## src/rtl/y86_pkg.sv

```systemverilog
// y86_pkg: shared Y86-64 encodings for the pipeline control slice.
// Contents: instruction codes, status codes, the "no register" ID,
// the pipe_ctrl state enum, and a saturating-increment helper.
package y86_pkg;

  // Instruction codes (icode field)
  localparam logic [3:0] I_HALT   = 4'h0;
  localparam logic [3:0] I_NOP    = 4'h1;
  localparam logic [3:0] I_RRMOVQ = 4'h2;
  localparam logic [3:0] I_IRMOVQ = 4'h3;
  localparam logic [3:0] I_RMMOVQ = 4'h4;
  localparam logic [3:0] I_MRMOVQ = 4'h5;
  localparam logic [3:0] I_OPQ    = 4'h6;
  localparam logic [3:0] I_JXX    = 4'h7;
  localparam logic [3:0] I_CALL   = 4'h8;
  localparam logic [3:0] I_RET    = 4'h9;
  localparam logic [3:0] I_PUSHQ  = 4'hA;
  localparam logic [3:0] I_POPQ   = 4'hB;

  // Register ID meaning "no register"
  localparam logic [3:0] RNONE = 4'hF;

  // Status codes
  localparam logic [2:0] STAT_AOK = 3'd1;
  localparam logic [2:0] STAT_HLT = 3'd2;
  localparam logic [2:0] STAT_ADR = 3'd3;
  localparam logic [2:0] STAT_INS = 3'd4;

  // Run/halt controller states
  typedef enum logic [1:0] {
    S_IDLE = 2'd0,
    S_RUN  = 2'd1,
    S_HALT = 2'd2
  } ctrl_state_t;

  // Increment when enabled, sticking at all-ones instead of wrapping.
  function automatic logic [31:0] sat_inc(input logic [31:0] v, input logic en);
    return (en && (v != '1)) ? v + 32'd1 : v;
  endfunction

endpackage

```

## src/rtl/pipe_ctrl_hazard_detect.sv

```systemverilog
// hazard_detect: purely combinational hazard classification for the
// five-stage Y86-64 pipeline.
// Inputs : D_icode, d_srcA, d_srcB, E_icode, E_dstM, e_Cnd, M_icode,
//          m_stat, W_stat
// Outputs: lu  - load/use hazard (load in E feeding a source in D)
//          ret - a RET is in D, E or M
//          mp  - jump in E was mispredicted (predicted taken, not taken)
//          exc - an exceptional status is in M or W
module hazard_detect
  import y86_pkg::*;
(
  input  logic [3:0] D_icode,
  input  logic [3:0] d_srcA,
  input  logic [3:0] d_srcB,
  input  logic [3:0] E_icode,
  input  logic [3:0] E_dstM,
  input  logic       e_Cnd,
  input  logic [3:0] M_icode,
  input  logic [2:0] m_stat,
  input  logic [2:0] W_stat,
  output logic       lu,
  output logic       ret,
  output logic       mp,
  output logic       exc
);

  logic e_is_load;

  assign e_is_load = (E_icode == I_MRMOVQ) || (E_icode == I_POPQ);

  assign lu  = e_is_load && (E_dstM != RNONE) &&
               ((E_dstM == d_srcA) || (E_dstM == d_srcB));
  assign ret = (D_icode == I_RET) || (E_icode == I_RET) || (M_icode == I_RET);
  assign mp  = (E_icode == I_JXX) && !e_Cnd;
  assign exc = (m_stat != STAT_AOK) || (W_stat != STAT_AOK);

endmodule

```

## src/rtl/pipe_ctrl.sv

```systemverilog
// pipe_ctrl: pipeline control unit for the five-stage Y86-64 core.
// Generates stall/bubble strobes for the F/D/E/M/W pipeline registers,
// gates condition-code updates and runs an IDLE/RUN/HALT controller that
// freezes the pipe once an exceptional status reaches writeback.
// Inputs : clk, rst (async, active high), start, D_icode, d_srcA, d_srcB,
//          E_icode, E_dstM, e_Cnd, M_icode, m_stat, W_icode, W_stat
// Outputs: F_stall, D_stall, D_bubble, E_bubble, M_bubble, W_stall, set_cc
//          (combinational), halted, final_stat (registered),
//          cyc_cnt, ret_cnt, lu_cnt, mp_cnt, rb_cnt (performance counters)
// Config : define PIPE_CTRL_PERF_EN to implement the saturating counters;
//          otherwise the counter ports are tied to zero.
module pipe_ctrl
  import y86_pkg::*;
(
  input  logic        clk,
  input  logic        rst,
  input  logic        start,
  input  logic [3:0]  D_icode,
  input  logic [3:0]  d_srcA,
  input  logic [3:0]  d_srcB,
  input  logic [3:0]  E_icode,
  input  logic [3:0]  E_dstM,
  input  logic        e_Cnd,
  input  logic [3:0]  M_icode,
  input  logic [2:0]  m_stat,
  input  logic [3:0]  W_icode,
  input  logic [2:0]  W_stat,
  output logic        F_stall,
  output logic        D_stall,
  output logic        D_bubble,
  output logic        E_bubble,
  output logic        M_bubble,
  output logic        W_stall,
  output logic        set_cc,
  output logic        halted,
  output logic [2:0]  final_stat,
  output logic [31:0] cyc_cnt,
  output logic [31:0] ret_cnt,
  output logic [31:0] lu_cnt,
  output logic [31:0] mp_cnt,
  output logic [31:0] rb_cnt
);

  ctrl_state_t state;
  logic lu, ret, mp, exc;

  hazard_detect u_hazard (
    .D_icode (D_icode),
    .d_srcA  (d_srcA),
    .d_srcB  (d_srcB),
    .E_icode (E_icode),
    .E_dstM  (E_dstM),
    .e_Cnd   (e_Cnd),
    .M_icode (M_icode),
    .m_stat  (m_stat),
    .W_stat  (W_stat),
    .lu      (lu),
    .ret     (ret),
    .mp      (mp),
    .exc     (exc)
  );

  // Run/halt controller; halted and final_stat are registered alongside.
  always_ff @(posedge clk or posedge rst) begin
    if (rst) begin
      state      <= S_IDLE;
      halted     <= 1'b0;
      final_stat <= STAT_AOK;
    end else begin
      case (state)
        S_IDLE: if (start) state <= S_RUN;
        S_RUN: begin
          if (W_stat != STAT_AOK) begin
            state      <= S_HALT;
            halted     <= 1'b1;
            final_stat <= W_stat;
          end
        end
        S_HALT: ;
        default: state <= S_IDLE;
      endcase
    end
  end

  // Pipeline register controls. In RUN, lu gates the ret term out of
  // D_bubble, so D_stall and D_bubble are mutually exclusive.
  always_comb begin
    F_stall  = 1'b0;
    D_stall  = 1'b0;
    D_bubble = 1'b0;
    E_bubble = 1'b0;
    M_bubble = 1'b0;
    W_stall  = 1'b0;
    set_cc   = 1'b0;
    case (state)
      S_IDLE: begin
        F_stall  = 1'b1;
        D_bubble = 1'b1;
        E_bubble = 1'b1;
        M_bubble = 1'b1;
      end
      S_RUN: begin
        F_stall  = lu || ret;
        D_stall  = lu;
        D_bubble = (mp || (!lu && ret)) && !lu;
        E_bubble = mp || lu;
        M_bubble = exc;
        W_stall  = (W_stat != STAT_AOK);
        set_cc   = (E_icode == I_OPQ) && !exc;
      end
      S_HALT: begin
        F_stall  = 1'b1;
        D_stall  = 1'b1;
        E_bubble = 1'b1;
        M_bubble = 1'b1;
        W_stall  = 1'b1;
      end
      default: ;
    endcase
  end

`ifdef PIPE_CTRL_PERF_EN
  logic [31:0] cyc_cnt_q, ret_cnt_q, lu_cnt_q, mp_cnt_q, rb_cnt_q;

  always_ff @(posedge clk or posedge rst) begin
    if (rst) begin
      cyc_cnt_q <= '0;
      ret_cnt_q <= '0;
      lu_cnt_q  <= '0;
      mp_cnt_q  <= '0;
      rb_cnt_q  <= '0;
    end else if (state == S_RUN) begin
      cyc_cnt_q <= sat_inc(cyc_cnt_q, 1'b1);
      ret_cnt_q <= sat_inc(ret_cnt_q, (W_stat == STAT_AOK) && (W_icode != I_NOP));
      lu_cnt_q  <= sat_inc(lu_cnt_q, lu);
      mp_cnt_q  <= sat_inc(mp_cnt_q, mp);
      rb_cnt_q  <= sat_inc(rb_cnt_q, ret && !lu);
    end
  end

  assign cyc_cnt = cyc_cnt_q;
  assign ret_cnt = ret_cnt_q;
  assign lu_cnt  = lu_cnt_q;
  assign mp_cnt  = mp_cnt_q;
  assign rb_cnt  = rb_cnt_q;
`else
  // W_icode only feeds the retirement counter.
  logic unused_w_icode;
  assign unused_w_icode = ^W_icode;

  assign cyc_cnt = '0;
  assign ret_cnt = '0;
  assign lu_cnt  = '0;
  assign mp_cnt  = '0;
  assign rb_cnt  = '0;
`endif

endmodule

```

## config.mk

```make
export PLATFORM = sky130hd
export DESIGN_NAME = pipe_ctrl
export DESIGN_NICKNAME = d
export VERILOG_FILES = /design/src/rtl/y86_pkg.sv /design/src/rtl/pipe_ctrl_hazard_detect.sv /design/src/rtl/pipe_ctrl.sv
export SDC_FILE = /design/constraint.sdc
export NUM_CORES = 1
export LEC_CHECK = 0
export BUFFER_PORTS_ARGS = -buffer_cell sky130_fd_sc_hd__buf_2
export CAP_MARGIN = 20
export CORE_AREA = 2 2 80 82
export CTS_CLUSTER_SIZE = 40
export DETAILED_ROUTE_END_ITERATION = 7
export DIE_AREA = 0 0 82 84
export HOLD_SLACK_MARGIN = 0.06
export PLACE_DENSITY = 0.8
export SYNTH_ARGS = -nofsm -noshare
export SYNTH_HDL_FRONTEND = slang
export SYNTH_HIERARCHICAL = 1
export SYNTH_SLANG_ARGS = --single-unit
```

## constraint.sdc

```tcl
create_clock -name clk -period 1.45 [get_ports clk]
set_input_delay 0.29 -clock clk [delete_from_list [all_inputs] [get_ports clk]]
set_output_delay 0.29 -clock clk [all_outputs]
set_load 0.05 [all_outputs]
```

Word-level counts from Yosys, hierarchy flattened:

Cells that the tools add are included.

* bits in registers: 6
* input port bits: 38
* output and inout bits: 171
* word-level logic and storage cells: 51

* equal/unequal tests: 16
* mux-type cells: 10
* bitwise logic cells: 1
* reductions and logical operators: 21

Operators by type and width (count)
* $eq 4x4->1 const B: 4
* $eq 4x3->1 const B: 3
* $pmux 1 s2: 6
* $eq 4x4->1: 2
* $logic_or 1x1->1: 8
* $logic_and 1x1->1: 6
* $ne 3x1->1 const B: 2
* $pmux 2 s3: 1
* $mux 2: 2
* $ne 2x2->1 const B: 2
* $ne 4x4->1 const B: 1
* $logic_not 1->1: 3
* $reduce_and 3->1: 1
* $eq 2x1->1 const B: 1
* $eq 2x2->1 const B: 1
* $logic_not 2->1: 1
* $reduce_and 2->1: 1
* $reduce_or 2->1: 1
* $mux 1: 1
* $not 1->1: 1

Longest topological paths before layout:

Gate-level depths: netlist of run 1.

* depth after elaboration: 9
* depth in mapped cells: 5
* mapped depth without buffers: 5

Modules after synthesis:

The synthesis of run 1 kept the hierarchy.

By module, submodules not included
* pipe_ctrl: instances 1, cells an instance 205, area each 1634.1 sq um
* hazard_detect: instances 1, cells an instance 23, area each 186.4 sq um

Worst setup path after synthesis of run 1:

Ideal clock, no wire load.

* path kind: register to output
* start point: reg state[1]
* end point: out E_bubble
* data arrival time: 1.689 ns
* slack: -0.529 ns
* stages on the path, launching flop included: 6
* path buffers: 1
* cell sequence: dfrtp_1 inv_1 ha_1 buf_6 o21ai_1 a21oi_1

* cells in the longest elaborated chain, start to end: 3
* elaborated cells on any way between the ends: 5

Ends and longest elaborated chain
* from (decl): line pipe_ctrl.sv:44 `ctrl_state_t state;`
* from (signal assigned): line pipe_ctrl.sv:66 `state <= S_IDLE;`
* from (signal assigned): line pipe_ctrl.sv:71 `S_IDLE: if (start) state <= S_RUN;`
* from (signal assigned): line pipe_ctrl.sv:74 `state <= S_HALT;`
* $eq 2x2->1 or $logic_not 2->1 (tied branches): line pipe_ctrl.sv:95 `case (state)`
* $reduce_or 2->1 (no line)
* $pmux 1 s2 (*): line pipe_ctrl.sv:95
* to (decl): line pipe_ctrl.sv:31 `output logic E_bubble,`

Every way passes the cells marked *; elsewhere a longest branch is shown, timed or not.

Final worst setup path of run 1:

* start point: in E_dstM[3]
* end point: out D_stall

* cells in the longest elaborated chain, start to end: 4
* elaborated cells on any way between the ends: 7

Ends and longest elaborated chain
* from (decl): line pipe_ctrl.sv:22 `input logic [3:0] E_dstM,`
* $ne 4x4->1 or $eq 4x4->1 (tied branches): line pipe_ctrl_hazard_detect.sv:31, pipe_ctrl_hazard_detect.sv:32
* $logic_and 1x1->1 or $logic_or 1x1->1 (tied branches): line pipe_ctrl_hazard_detect.sv:31, pipe_ctrl_hazard_detect.sv:32
* $logic_and 1x1->1 (*): line pipe_ctrl_hazard_detect.sv:31 `assign lu = e_is_load && (E_dstM != RNONE) &&`
* net lu: line pipe_ctrl.sv:45 `logic lu, ret, mp, exc;`
* $pmux 1 s2 (*): line pipe_ctrl.sv:95
* to (decl): line pipe_ctrl.sv:29 `output logic D_stall,`

The timed path passes the listed nets; every way through them passes the cells marked *.

==> results, run 1 <==
- The Yosys step of the flow raised 6 warnings.
- The CTS tree is built.
- The initial core utilization is 29.86%.
- The type of the worst min-delay path is primary input to flip-flop.
- The count of cell types in the netlist is 33.
- The total congestion overflow is 0.
- For this run, the register share of the synthesized area comes to 8.316%.
- Between clock sinks in the finished design, the worst skew comes to 0.005098 ns.
- In this run the static leakage power is 1.149 nW.
- Counting instances, the worst hold path has a depth of 3.
- 0 antenna diodes ended up in the layout.
- The number of iterations in the first detailed-routing pass is 4.
- Routability-driven placement finished with a final weighted congestion of 0.6323.
- The number of nets still failing antenna checks after routing is 0.
- At the end of the flow the core is filled with cells to 33.68%.
- The post-synth design cell area is 1820 um^2.
- Global routing used 15.23% of the available met2 tracks.
- Counting every instance in the synthesized netlist gives 228.
- The layer carrying the most global-route usage is met2.
- The pin count of the biggest net entering global routing is 9.
- The row count is 29.
- Max-cap violations in this run came to 0.
- The origin of the critical flop-to-flop path is state[1]$_DFFE_PP0P_.
- In this run the critical register-to-register path is captured at state[0]$_DFFE_PP0P_.
- The worst register-to-register path has a depth of 7.
- The worst-case hold path end point is state[0]$_DFFE_PP0P_.
- The area added between synthesis and finish is 12.78%.
- The start point of the worst hold path is start.
- Summed over all failing endpoints, the final setup total negative slack is -1.761 ns.
- The vertical extent of the die is 84 um.
- The number of buffers created by CTS is 3.
- The initial DRC count is 15.
- The maximum net fanout on the critical path is 4.
- The time the worst path needs with I/O delays and setup is 1.704 ns.
- The tree built by TritonCTS fans out to 6 sinks.
- The first global-routing pass estimated 3905 um of wire.
- The clock transition time at the flip-flop clock pins of the worst setup and hold paths is 0.04 ns.
- The count of buffers added on input and output ports is 44.
- The power density relative to cell area is 1812 nW/um^2.
- Global routing used 1.948% of the available met3 tracks.
- The per-instance average area after synthesis is 7.985 um^2.
- The post-route netlist has 32.53% of its cells at a drive strength greater than 1.
- The via count of the first global-routing pass was 856.
- The fmax is 0.5867 GHz.
- The detailed-route DRC error count is 0.
- Global routing used 7.516% of the available tracks.
- The final hold violation count is 0.
- The power after layout is 3.720 mW.
- The clock passes through at most 2 buffers.
- The data required time of the worst path is 1.16 ns.
- The final max-slew violation count came to 0.
- The initial antenna violation count is 0.
- Of the available clock period, the critical path in the final layout requires 117.5%.
- Setup repair after global routing could not meet its margin everywhere.
- The number of cells in the finished layout apart from fillers is 369.
- The core area is 6096 um^2.
- 209 I/O pins were placed.
- The critical path startpoint category is a primary input.
- The flow ran to the end, but the final reports show violations.
- The met1 usage is 6.908%.
- Dividing the detail-routed via count by the number of cells gives 3.182.
- The area enclosed by the die boundary is 6888 um^2.
- The HPWL reported at the end of detailed placement is 2561 um.
- The post-synthesis sequential element count is 6.
- The final net count is 335.
- The final setup violation count is 9.
- CTS built an H-tree with a depth of 1.
- Hold timing on the final database bottoms out at a slack of 0.3989 ns.
- The worst voltage drop across the vdd grid is 1.438 mV.
- The slack of the critical path is -0.2544 ns.
- Data arrives at the worst endpoint at 1.41 ns.
- The wire length per cell after detailed routing is 8.350 um.
- The die outline width is 82 um.
- STA classifies the critical path endpoint as an output port.
- The clock latency of the later-clocked register in the worst-skew pair is 0.23 ns.
- The start-to-end type of the worst setup path is primary input to output port.
- The final layout contains routed wiring with a total length of 3081 um.
- The routed via count is 1,174.
- After detailed placement, the design holds a cell count of 359.
- The library cell used as clock root buffer is sky130_fd_sc_hd__clkbuf_8.
- The checks that failed: negative setup slack.
- Across all register-to-register paths, the minimum setup slack is -0.06 ns.
-- per-stage QoR --
step	instance area [um^2]	setup WS, ns
after floorplan	2511	-0.06885
after global placement	1720	-0.3795
after detailed placement	1720	-0.3879
after CTS	1969	-0.2826
after global routing	2053	-0.3287
final	2053	-0.2544
-- cells by family after synthesis --
kind of cell / after synthesis / share of synthesized area, %
AOI/OAI and AO/OA: 16 / 5.568
xor gates and xnor gates: 8 / 3.849
adders and majority gates: 4 / 2.749
buffers and inverters: 166 / 67.63
DFF: 6 / 8.316
other: 1 / 0.2060
and+or+nand+nor: 27 / 11.68
-- layout by cell type (no fill, tap or decap), types with 2 or more instances in the layout --
cell type                   netlist  routed
sky130_fd_sc_hd__ha_4             0       2
sky130_fd_sc_hd__buf_6            1      13
sky130_fd_sc_hd__buf_2            0      27
sky130_fd_sc_hd__dfrtp_1          5       4
sky130_fd_sc_hd__nand4_1          3       3
sky130_fd_sc_hd__nand4bb_1        2       2
sky130_fd_sc_hd__nand2b_4         1       2
sky130_fd_sc_hd__conb_1           1     160
sky130_fd_sc_hd__a22o_1           2       2
sky130_fd_sc_hd__nor2b_1          3       2
sky130_fd_sc_hd__nor3b_2          2       2
sky130_fd_sc_hd__buf_8            0       4
sky130_fd_sc_hd__nor4bb_1         2       2
sky130_fd_sc_hd__buf_4          160      16
sky130_fd_sc_hd__xnor2_2          0       6
sky130_fd_sc_hd__a21oi_1          7       2
sky130_fd_sc_hd__inv_1            5       4
sky130_fd_sc_hd__clkbuf_8         0       3
sky130_fd_sc_hd__nor2_1           3       2
sky130_fd_sc_hd__a21oi_4          0       4
-- registers in the layout, summed over array words and instances (netlist names) --
signal	cells
halted	1
state	2
final_stat	3
-- routing by layer --
metal  wire (um)  share of wire (%)
met3         445                 14
met1         839                 27
met2        1766                 57
met4          28               0.91
met5           0                  0
-- report_power, final --
part	internal, mW	switching [mW]	total (mW)
Sequential	0.250	0.0498	0.300
Combinational	1.03	2.11	3.15
Clock	0.190	0.0836	0.274
-- repair_timing --
action                                  4_1_cts  5_1_grt
buffers inserted                              2        4
endpoints found under the hold margin         5        0
gates resized for setup                      43       11
hold buffers                                  1        0
endpoints found under the setup margin        7        8
pin swaps                                    12        5
-- how the worst max path moves through the flow --
stage,slack [ns],end,startpoint
4_1_cts,-0.28,D_bubble,E_icode[1]
2_1_floorplan,-0.07,set_cc,state[1]$_DFFE_PP0P_
5_1_grt,-0.33,D_bubble,E_icode[1]
3_5_place_dp,-0.39,F_stall,E_icode[1]
6_report,-0.25,D_stall,E_dstM[3]
3_3_place_gp,-0.38,E_bubble,E_icode[2]
-- critical path: stages --
cell	delay, ns
sky130_fd_sc_hd__buf_8	0.11
sky130_fd_sc_hd__xnor2_2	0.15
sky130_fd_sc_hd__nand4_1	0.16
sky130_fd_sc_hd__a21oi_4	0.30
sky130_fd_sc_hd__a21oi_2	0.12
sky130_fd_sc_hd__nor2b_4	0.15
sky130_fd_sc_hd__buf_12	0.14
-- cell usage after synthesis --
library cell,n,area (um^2)
sky130_fd_sc_hd__nor3b_1,1,7.510
sky130_fd_sc_hd__a31oi_1,1,6.260
sky130_fd_sc_hd__o21ai_1,2,10.01
sky130_fd_sc_hd__nor2_1,3,11.26
sky130_fd_sc_hd__and4bb_1,1,12.51
sky130_fd_sc_hd__nand4_1,3,18.77
sky130_fd_sc_hd__a22o_1,2,17.52
sky130_fd_sc_hd__nor3_1,1,5.000
sky130_fd_sc_hd__o211ai_1,1,7.510
sky130_fd_sc_hd__nand4bb_1,2,22.52
sky130_fd_sc_hd__xnor2_1,8,70.07
sky130_fd_sc_hd__o32a_1,1,10.01
sky130_fd_sc_hd__nand4b_1,1,8.760
sky130_fd_sc_hd__a21boi_1,1,7.510
sky130_fd_sc_hd__and3b_2,1,10.01
sky130_fd_sc_hd__nor2b_1,3,18.77
sky130_fd_sc_hd__buf_4,160,1201
sky130_fd_sc_hd__or3_1,1,6.260
sky130_fd_sc_hd__conb_1,1,3.750
sky130_fd_sc_hd__nand3b_1,1,7.510
sky130_fd_sc_hd__buf_6,1,11.26
sky130_fd_sc_hd__dfstp_2,1,26.28
sky130_fd_sc_hd__nand2_1,1,3.750
sky130_fd_sc_hd__nand2b_1,2,12.51
sky130_fd_sc_hd__nand2b_4,1,13.76
sky130_fd_sc_hd__nor3b_2,2,25.02
sky130_fd_sc_hd__a21oi_1,7,35.03
sky130_fd_sc_hd__inv_1,5,18.77
sky130_fd_sc_hd__dfrtp_1,5,125.1
sky130_fd_sc_hd__nor4b_1,1,8.760
sky130_fd_sc_hd__ha_1,4,50.05
sky130_fd_sc_hd__o21bai_1,1,7.510
sky130_fd_sc_hd__nor4bb_1,2,20.02
-- cell type report --
class	count	area, um^2
fillers	642	4043
multi-input cells	215	1249
repair buffers	62	491.7
flip-flops and latches	6	152.6
well taps	77	96.34
clock buffers	4	45.04
inverters	5	18.77
(Power assumes the default switching activity.)
==> run 2: changes to the inputs <==
--- a/config.mk
+++ b/config.mk
@@ -7,13 +7,12 @@
 export LEC_CHECK = 0
 export BUFFER_PORTS_ARGS = -buffer_cell sky130_fd_sc_hd__buf_2
 export CAP_MARGIN = 20
-export CORE_AREA = 2 2 80 82
+export CORE_AREA = 2 2 81 83
 export CTS_CLUSTER_SIZE = 40
 export DETAILED_ROUTE_END_ITERATION = 7
-export DIE_AREA = 0 0 82 84
+export DIE_AREA = 0 0 83 85
 export HOLD_SLACK_MARGIN = 0.06
-export PLACE_DENSITY = 0.8
+export PLACE_DENSITY = 0.78
 export SYNTH_ARGS = -nofsm -noshare
 export SYNTH_HDL_FRONTEND = slang
-export SYNTH_HIERARCHICAL = 1
 export SYNTH_SLANG_ARGS = --single-unit
==> run 2 against run 1 <==
  * Global-route usage is 0.23 points higher
  * Total power rose by 7.8%
  * Critical path type unchanged
  * Synthesized area shrank 1.4%
  * Sequential share of layout area grew 0.25 points
  * Worst hold slack got worse by 0.12 ns
  * First-iteration DRC count rose by 6.7%
  * Register-to-register slack better by 0.07 ns
  * The flow still finishes with violations (negative setup slack)
  * Critical endpoint is now D_bubble
==> results, run 2 <==
- The storage element area is 152.6 um^2 (unchanged).
- The clock latency of the later-clocked register in the worst-skew pair is 0.23 ns (about the same).
- The number of iterations in the first detailed-routing pass is 4 (unchanged).
- The share of power burned in registers is 7.5% (-0.6 points).
- The vertical extent of the die is 85 um (+1.2%).
- Leaving out fill and tap cells, the most frequent cell in the layout is sky130_fd_sc_hd__conb_1.
- The worst-case hold path end point is final_stat[0]$_DFFE_PP1P_.
- STA classifies the critical path startpoint as a primary input.
- The startpoint identified for the worst register-to-register timing path is state[0]$_DFFE_PP0P_.
- The time the worst path needs with I/O delays and setup is 1.957 ns (+0.2524 ns).
- The count of clock tree sinks is 6 (unchanged).
- The power density relative to cell area came to 2018 nW/um^2 (+11%).
- The tree is rooted in a sky130_fd_sc_hd__clkbuf_8.
- The endpoint arrival time on the critical path is 1.67 ns (+0.26 ns).
- The leakage power of the design was 1.112 nW (-3.2%).
- The power share of the clock group is 6.8% (-0.6 points).
- The share of the clock period used by the worst path is 134.9% (+17 points).
- The number of buffers on the longest clock path is 2 (unchanged).
- The share of Yosys cell area claimed by the top area cell type was 66.90% (+0.92 points).
- The leading cell type by number of instances after synthesis is sky130_fd_sc_hd__buf_4.
- In the layout the commonest cells are 160 x sky130_fd_sc_hd__conb_1, 37 x sky130_fd_sc_hd__buf_2, 18 x sky130_fd_sc_hd__buf_4.
- The checks that failed: negative setup slack.
- Among all flip-flop cells after synthesis, the most frequent one is sky130_fd_sc_hd__dfrtp_1.
- The fraction of registers with async set/reset is 100.0% (unchanged).
- Setup repair after global routing could not meet its margin everywhere.
- The endpoint of the worst register-to-register path is state[1]$_DFFE_PP0P_.
- The wire length per cell after detailed routing is 8.768 um (+5.0%).
- The worst-case hold slack is 0.2830 ns (-0.1160 ns).
- The number of buffers created by CTS came to 3 (unchanged).
- The fraction of power spent switching nets came to 59.85% (-0.57 points).
- The start-to-end type of the worst setup path is primary input to output port.
- The start point of the worst hold path is W_stat[0].
- The post-synthesis sequential element count came to 6 (unchanged).
- The row count is 29 (unchanged).
- The share of post-route cells with drive strength above 1 is 31.54% (-0.99 points).
- The detailed-route DRC error count is 0 (unchanged).
- Ranked by total cell area, the synthesized netlist is headed by sky130_fd_sc_hd__buf_4 67%, sky130_fd_sc_hd__dfrtp_1 7.0%, sky130_fd_sc_hd__ha_1 2.8%, sky130_fd_sc_hd__xnor2_1 2.0%, sky130_fd_sc_hd__xor2_1 2.0%.
- The number of antenna diodes came to 0 (unchanged).
- Ranked by instance count, the synthesized netlist is headed by 160 x sky130_fd_sc_hd__buf_4, 5 x sky130_fd_sc_hd__a21oi_1, 5 x sky130_fd_sc_hd__dfrtp_1, 5 x sky130_fd_sc_hd__inv_1.
- The number of cells in the finished layout apart from fillers is 375 (+1.6%).
- The flow ran to the end, but the final reports show violations.
- The data required time of the worst path came to 1.16 ns (about the same).
- The tightest min-delay check is of the primary input to flip-flop type.
- The per-instance average area after synthesis came to 7.806 um^2 (-2.2%).
- The worst voltage drop across the vdd grid came to 1.828 mV (+27%).
- The via count of the first global-routing pass is 919 (+7.4%).
- The number of flops mapped to enable cells by yosys is 0 (unchanged).
- The max-cap violation count is 0 (unchanged).
- The HPWL reported at the end of detailed placement was 2828 um (+10%).
- The proportion of synthesized chip area in sequential cells is 8.432% (+0.12 points).
- The sum of negative setup slack is -2.908 ns (-1.147 ns).
- The deepest level of the CTS H-tree is 1 (unchanged).
- The design internal power is 1.610 mW (+9.4%).
- The cell type with the highest aggregate area in the netlist is sky130_fd_sc_hd__buf_4.
- The number of flip-flops under the largest register name is 3 (unchanged).
- The count of warnings emitted by yosys is 0 (-6).
- The aggregate global-route resource usage is 7.742% (+0.23 points).
- The global-route wire length before repair is 4485 um (+15%).
- The core area is 6205 um^2 (+1.8%).
- The net switching power is 2.400 mW (+6.8%).
- The largest clock skew in the final design came to 0.009698 ns (+0.004600 ns).
- The clock transition time at the flip-flop clock pins of the worst setup and hold paths is 0.04 ns (about the same).
- The initial antenna violation count is 0 (unchanged).
- The area of the multi-input gates is 1199 um^2 (-4.0%).
- The initial DRC count is 16 (+1).
- In the final layout, the registers with the most flip-flops are final_stat (3), state (2), halted (1).
- The total wire length is 3288 um (+6.7%).
- The routed via count came to 1,197 (+2.0%).
- The post-synth design cell area is 1795 um^2 (-1.4%).
- The pin count of the biggest net entering global routing is 7 (-2).
- The count of cells along the worst register-to-register path is 5 (-2).
- The maximum net fanout on the critical path is 4 (unchanged).
- The final net count came to 341 (+1.8%).
- The final hold violation count is 0 (unchanged).
- The area added between synthesis and finish is 10.66%.
- The slack of the critical path is -0.5068 ns (-0.2524 ns).
- The number of cells after detailed placement was 364 (+1.4%).
- The fmax is 0.5110 GHz (-13%).
- The die outline width was 83 um (+1.2%).
- The initial core utilization is 28.94% (-0.93 points).
- The power share of the combinational group is 85.7% (+1.1 points).
- The number of I/O pins is 209 (unchanged).
- The top register by number of flip-flops is final_stat.
- The number of nets still failing antenna checks after routing came to 0 (unchanged).
- The average via count per standard cell is 3.192 (+0.33%).
- The final max-slew violation count is 0 (unchanged).
- STA classifies the critical path endpoint as an output port.
- The number of port buffers was 44 (unchanged).
- TritonCTS built the clock tree.
- The setup slack on the worst flop-to-flop path is 0.01 ns (+0.07 ns).
- The worst hold path cell count came to 3 (unchanged).
- The total congestion overflow was 0 (unchanged).
- The post-placement worst setup slack is -0.5167 ns (-0.1288 ns).
- The global placer's final weighted congestion is 0.6557 (+3.7%).
- The area enclosed by the die boundary was 7055 um^2 (+2.4%).
- The number of fill cells in the layout is 670 (+4.4%).
- The final setup violation count is 7 (-2).
- The count of mapped cells out of synthesis came to 230 (+0.88%).
- The count of cell types in the netlist is 31 (-6.1%).
[run 2: cell type report]
type | count | share of cell area, %
multi-input cells | 217 | 60.33
well taps | 77 | 4.849
flip-flops and latches | 6 | 7.683
inverters | 5 | 1.071
clock buffers | 4 | 2.267
repair buffers | 66 | 23.80
[run 2: worst max-delay path, stage by stage]
cell	delay (ns)
sky130_fd_sc_hd__buf_2	0.11
sky130_fd_sc_hd__buf_4	0.13
sky130_fd_sc_hd__xnor2_1	0.22
sky130_fd_sc_hd__a41oi_2	0.28
sky130_fd_sc_hd__o32a_2	0.47
sky130_fd_sc_hd__buf_12	0.16
[run 2: kinds of logic (layout without fill, tap and decap cells)]
group                      count (synthesis)  count (layout)  share of synthesized area, %
other                                      1             160                        0.2089
adders and majority gates                  4               4                         2.788
DFF                                        6               6                         8.432
xor gates and xnor gates                   8               8                         3.902
and+or+nand+nor                           29              29                         10.03
AOI/OAI and AO/OA                         16              16                         6.481
buffers and inverters                    166              75                         68.15
[run 2: how the worst max path moves through the flow]
stage / startpoint / to / slack, ns / cells past startpoint
2_1_floorplan: E_dstM[1] / E_bubble / -0.30 / 4
6_report: E_dstM[1] / D_bubble / -0.51 / 6
3_3_place_gp: E_dstM[1] / D_bubble / -0.47 / 6
4_1_cts: state[1]$_DFFE_PP0P_ / E_bubble / -0.53 / 7
3_5_place_dp: E_dstM[1] / D_bubble / -0.52 / 6
5_1_grt: state[1]$_DFFE_PP0P_ / E_bubble / -0.62 / 7
[run 2: power groups by stage]
stage | Combinational [mW] | Sequential (mW) | Clock, mW
4_1_cts | 3.34 | 0.297 | 0.276
6_report | 3.44 | 0.300 | 0.273
5_1_grt | 3.61 | 0.313 | 0.297
3_5_place_dp | 2.99 | 0.292 | 0
2_1_floorplan | 2.44 | 0.442 | 0
3_3_place_gp | 2.95 | 0.290 | 0
[run 2: stage by stage]
stage | total power [mW] | cell area (um^2) | util [%]
3_5_place_dp | 3.280 | 1752 | 28.23
5_1_grt | 4.224 | 1987 | 32.02
2_1_floorplan | 2.879 | 2492 | -
3_3_place_gp | 3.244 | 1752 | 28.23
4_1_cts | 3.916 | 1951 | 31.44
6_report | 4.010 | 1987 | 32.02
[run 2: per-layer routing]
layer | vias to the layer above | share of wire, % | GRT usage, %
li1 | 549 | - | -
met1 | 536 | 33 | 8.402
met2 | 112 | 54 | 14.96
met3 | 0 | 13 | 2.626
met4 | 0 | 0 | 0.8942
met5 | - | 0 | 0
[run 2: repair_timing]
| action | CTS | global route |
|---|---|---|
| resized for setup | 26 | 9 |
| hold buffers | 1 | 0 |
| endpoints found under the hold margin | 5 | 0 |
| buffers inserted | 5 | 3 |
| setup endpoints to repair | 7 | 10 |
| pin swaps | 6 | 5 |
==> run 3: changes to the inputs <==
--- a/config.mk
+++ b/config.mk
@@ -13,6 +13,7 @@
 export DIE_AREA = 0 0 83 85
 export HOLD_SLACK_MARGIN = 0.06
 export PLACE_DENSITY = 0.78
+export SETUP_SLACK_MARGIN = 0.05
 export SYNTH_ARGS = -nofsm -noshare
 export SYNTH_HDL_FRONTEND = slang
 export SYNTH_SLANG_ARGS = --single-unit
==> run 3 against run 2 <==
  * Total power increased by 1.7%
  * Critical endpoint unchanged
  * Largest power group unchanged
  * Combinational power grew 2%
  * Cell area is 1.2% higher
  * The flow still finishes with violations (negative setup slack)
  * Sequential share of layout area fell by 0.091 points
  * Cell count rose by 0.53%
  * Via count grew 1.4%
  * Worst setup slack gained 0.00093 ns
  * Sequential power about the same
  * Clock power about the same
  * Utilization is 0.38 points higher
  * First-iteration DRC count fell by 44%
  * Clock-buffer cell count did not move
==> results, run 3 (synthesized netlist as in run 2, its figures left out) <==
- The run finished, with violations left.
- The checks that failed: negative setup slack.
- The max-cap violation count was 0 (unchanged).
- The endpoint kind of the worst setup timing path is an output port.
- The data required time of the worst path came to 1.16 ns (about the same).
- The number of fill cells in the layout is 676 (+0.90%).
- The number of nets still failing antenna checks after routing was 0 (unchanged).
- The power share of the clock group is 6.6% (-0.2 points).
- The final hold violation count was 0 (unchanged).
- The net switching power is 2.415 mW (+0.61%).
- The slack of the critical path came to -0.5058 ns (+0.0009250 ns).
- The via count of the first global-routing pass was 919 (unchanged).
- The sum of negative setup slack was -2.922 ns (-0.01497 ns).
- The worst voltage drop across the vdd grid is 1.872 mV (+2.4%).
- The top cell types in the final layout, fill and taps aside, are 160 x sky130_fd_sc_hd__conb_1, 37 x sky130_fd_sc_hd__buf_2, 20 x sky130_fd_sc_hd__buf_4.
- The fraction of power spent switching nets came to 59.21% (-0.63 points).
- The area growth from synthesis to layout is 11.99%.
- The number of iterations in the first detailed-routing pass is 4 (unchanged).
- The clock transition time at the flip-flop clock pins of the worst setup and hold paths is 0.04 ns (about the same).
- The top register by number of flip-flops is final_stat.
- The global-route wire length before repair came to 4485 um (unchanged).
- The most common library cell in the layout ignoring fill and taps is sky130_fd_sc_hd__conb_1.
- The initial core utilization is 28.94% (unchanged).
- The number of I/O pins is 209 (unchanged).
- The final max-slew violation count came to 0 (unchanged).
- The worst-case hold path end point is final_stat[0]$_DFFE_PP1P_.
- The initial DRC count is 9 (-7).
- The leakage power of the design is 1.123 nW (+0.99%).
- The origin of the critical flop-to-flop path is state[0]$_DFFE_PP0P_.
- The count of cells along the worst register-to-register path came to 6 (+1).
- The total wire length was 3261 um (-0.82%).
- The total congestion overflow is 0 (unchanged).
- The power after layout is 4.078 mW (+1.7%).
- The share of the clock period used by the worst path was 134.9% (about the same).
- The largest registers in the layout are final_stat (3), state (2), halted (1).
- The deepest level of the CTS H-tree was 1 (unchanged).
- The start point of the worst hold path is W_stat[0].
- The endpoint arrival time on the critical path came to 1.67 ns (about the same).
- The average via count per standard cell is 3.220 (+0.88%).
- The maximum net fanout on the critical path is 4 (unchanged).
- The endpoint of the worst register-to-register path is state[1]$_DFFE_PP0P_.
- The initial antenna violation count is 0 (unchanged).
- The CTS tree is built.
- The pin count of the biggest net entering global routing is 7 (unchanged).
- The wire length per cell after detailed routing is 8.650 um (-1.3%).
- The number of flip-flops under the largest register name is 3 (unchanged).
- The design internal power is 1.663 mW (+3.3%).
- The number of buffers on the longest clock path is 2 (unchanged).
- The critical path startpoint category is a primary input.
- The time the worst path needs with I/O delays and setup was 1.956 ns (-0.0009250 ns).
- The start-to-end type of the worst setup path is primary input to output port.
- The core area is 6205 um^2 (unchanged).
- The share of post-route cells with drive strength above 1 was 33.00% (+1.5 points).
- The worst hold path cell count is 3 (unchanged).
- The number of buffers created by CTS is 3 (unchanged).
- The clock latency of the later-clocked register in the worst-skew pair is 0.23 ns (about the same).
- The share of power burned in registers is 7.3% (-0.2 points).
- The aggregate global-route resource usage is 7.742% (unchanged).
- The final net count was 343 (+0.59%).
- The library cell used as clock root buffer is sky130_fd_sc_hd__clkbuf_8.
- Setup repair after global routing could not meet its margin everywhere.
- The largest clock skew in the final design is 0.008753 ns (-0.0009458 ns).
- The row count is 29 (unchanged).
- The global placer's final weighted congestion is 0.6557 (unchanged).
- The vertical extent of the die came to 85 um (unchanged).
- The power share of the combinational group is 86.1% (+0.4 points).
- The number of port buffers is 44 (unchanged).
- The HPWL reported at the end of detailed placement is 2828 um (unchanged).
- The fmax is 0.5113 GHz (about the same).
- The final setup violation count is 9 (+2).
- The routed via count is 1,214 (+1.4%).
- The tightest min-delay check is of the primary input to flip-flop type.
- The area enclosed by the die boundary is 7055 um^2 (unchanged).
- The power density relative to cell area is 2028 nW/um^2 (+0.48%).
- The setup slack on the worst flop-to-flop path is -0.03 ns (-0.04 ns).
- The count of clock tree sinks is 6 (unchanged).
- The detailed-route DRC error count is 0 (unchanged).
- The die outline width is 83 um (unchanged).
- The number of antenna diodes is 0 (unchanged).
- The beginning of the critical path is E_dstM[1].
==> run 3: cell types whose count changed in the layout (fill, tap and decap cells not counted) <==
cell / change
sky130_fd_sc_hd__buf_4: +2
sky130_fd_sc_hd__buf_6: -1
sky130_fd_sc_hd__buf_8: +1
sky130_fd_sc_hd__inv_1: -1
sky130_fd_sc_hd__inv_2: +1
sky130_fd_sc_hd__nand2_1: -1
sky130_fd_sc_hd__nand2_2: +1
sky130_fd_sc_hd__nor2_1: -1
sky130_fd_sc_hd__nor2_2: +1
==> run 3: area by class of cell <==
type | instances | area, um^2 | share of cell area (%)
clock buffers | 4 | 45.04 | 2.240
multi-input cells | 217 | 1204 | 59.86
flip-flops and latches | 6 | 152.6 | 7.592
well taps | 77 | 96.34 | 4.792
repair buffers | 68 | 491.7 | 24.46
inverters | 5 | 21.27 | 1.058
==> run 3: stage by stage <==
step                      hold WS (ns)  util, %  setup WS [ns]  cell area, um^2  std cells
after floorplan                0.08023        -        -0.3049             2492        389
after global placement          0.2106    28.23        -0.4707             1752        364
after detailed placement        0.2246    28.23        -0.5167             1752        364
after CTS                       0.2829    31.50        -0.5331             1954        374
after global routing            0.2807    32.41        -0.6198             2011        377
final                           0.2872    32.41        -0.5058             2011        377
==> run 3: how the worst max path moves through the flow <==
stage	end	slack (ns)	depth (start not counted)
after floorplan	E_bubble	-0.30	4
after CTS	E_bubble	-0.53	7
after detailed placement	D_bubble	-0.52	6
after global placement	D_bubble	-0.47	6
after global routing	E_bubble	-0.62	7
final	D_bubble	-0.51	6
==> run 3: worst max-delay path, cell delays in order <==
cell and delay (ns):
sky130_fd_sc_hd__buf_2 0.11, sky130_fd_sc_hd__buf_4 0.13, sky130_fd_sc_hd__xnor2_1 0.22, sky130_fd_sc_hd__a41oi_2 0.28, sky130_fd_sc_hd__o32a_2 0.47, sky130_fd_sc_hd__buf_12 0.16
==> run 3: per-layer routing <==
layer / GRT usage, % / vias to the layer above / share of wire [%]
li1: - / 557 / -
met3: 2.626 / 0 / 13
met5: 0 / - / 0
met1: 8.402 / 542 / 33
met2: 14.96 / 115 / 54
met4: 0.8942 / 0 / 0
==> run 3: what timing repair did <==
action	4_1_cts	5_1_grt
gates resized for setup	27	10
hold buffers	1	0
setup endpoints to repair	8	12
pin swaps	7	6
buffers inserted	5	4
endpoints found under the hold margin	5	0
cloned	0	0
==> run 3: power groups by stage <==
| stage | clock network [mW] | logic, mW | registers [mW] |
|---|---|---|---|
| floorplan | 0 | 2.44 | 0.442 |
| global placement | 0 | 2.95 | 0.290 |
| detailed placement | 0 | 2.99 | 0.292 |
| CTS | 0.276 | 3.35 | 0.297 |
| global route | 0.297 | 3.68 | 0.308 |
| finish | 0.270 | 3.51 | 0.297 |
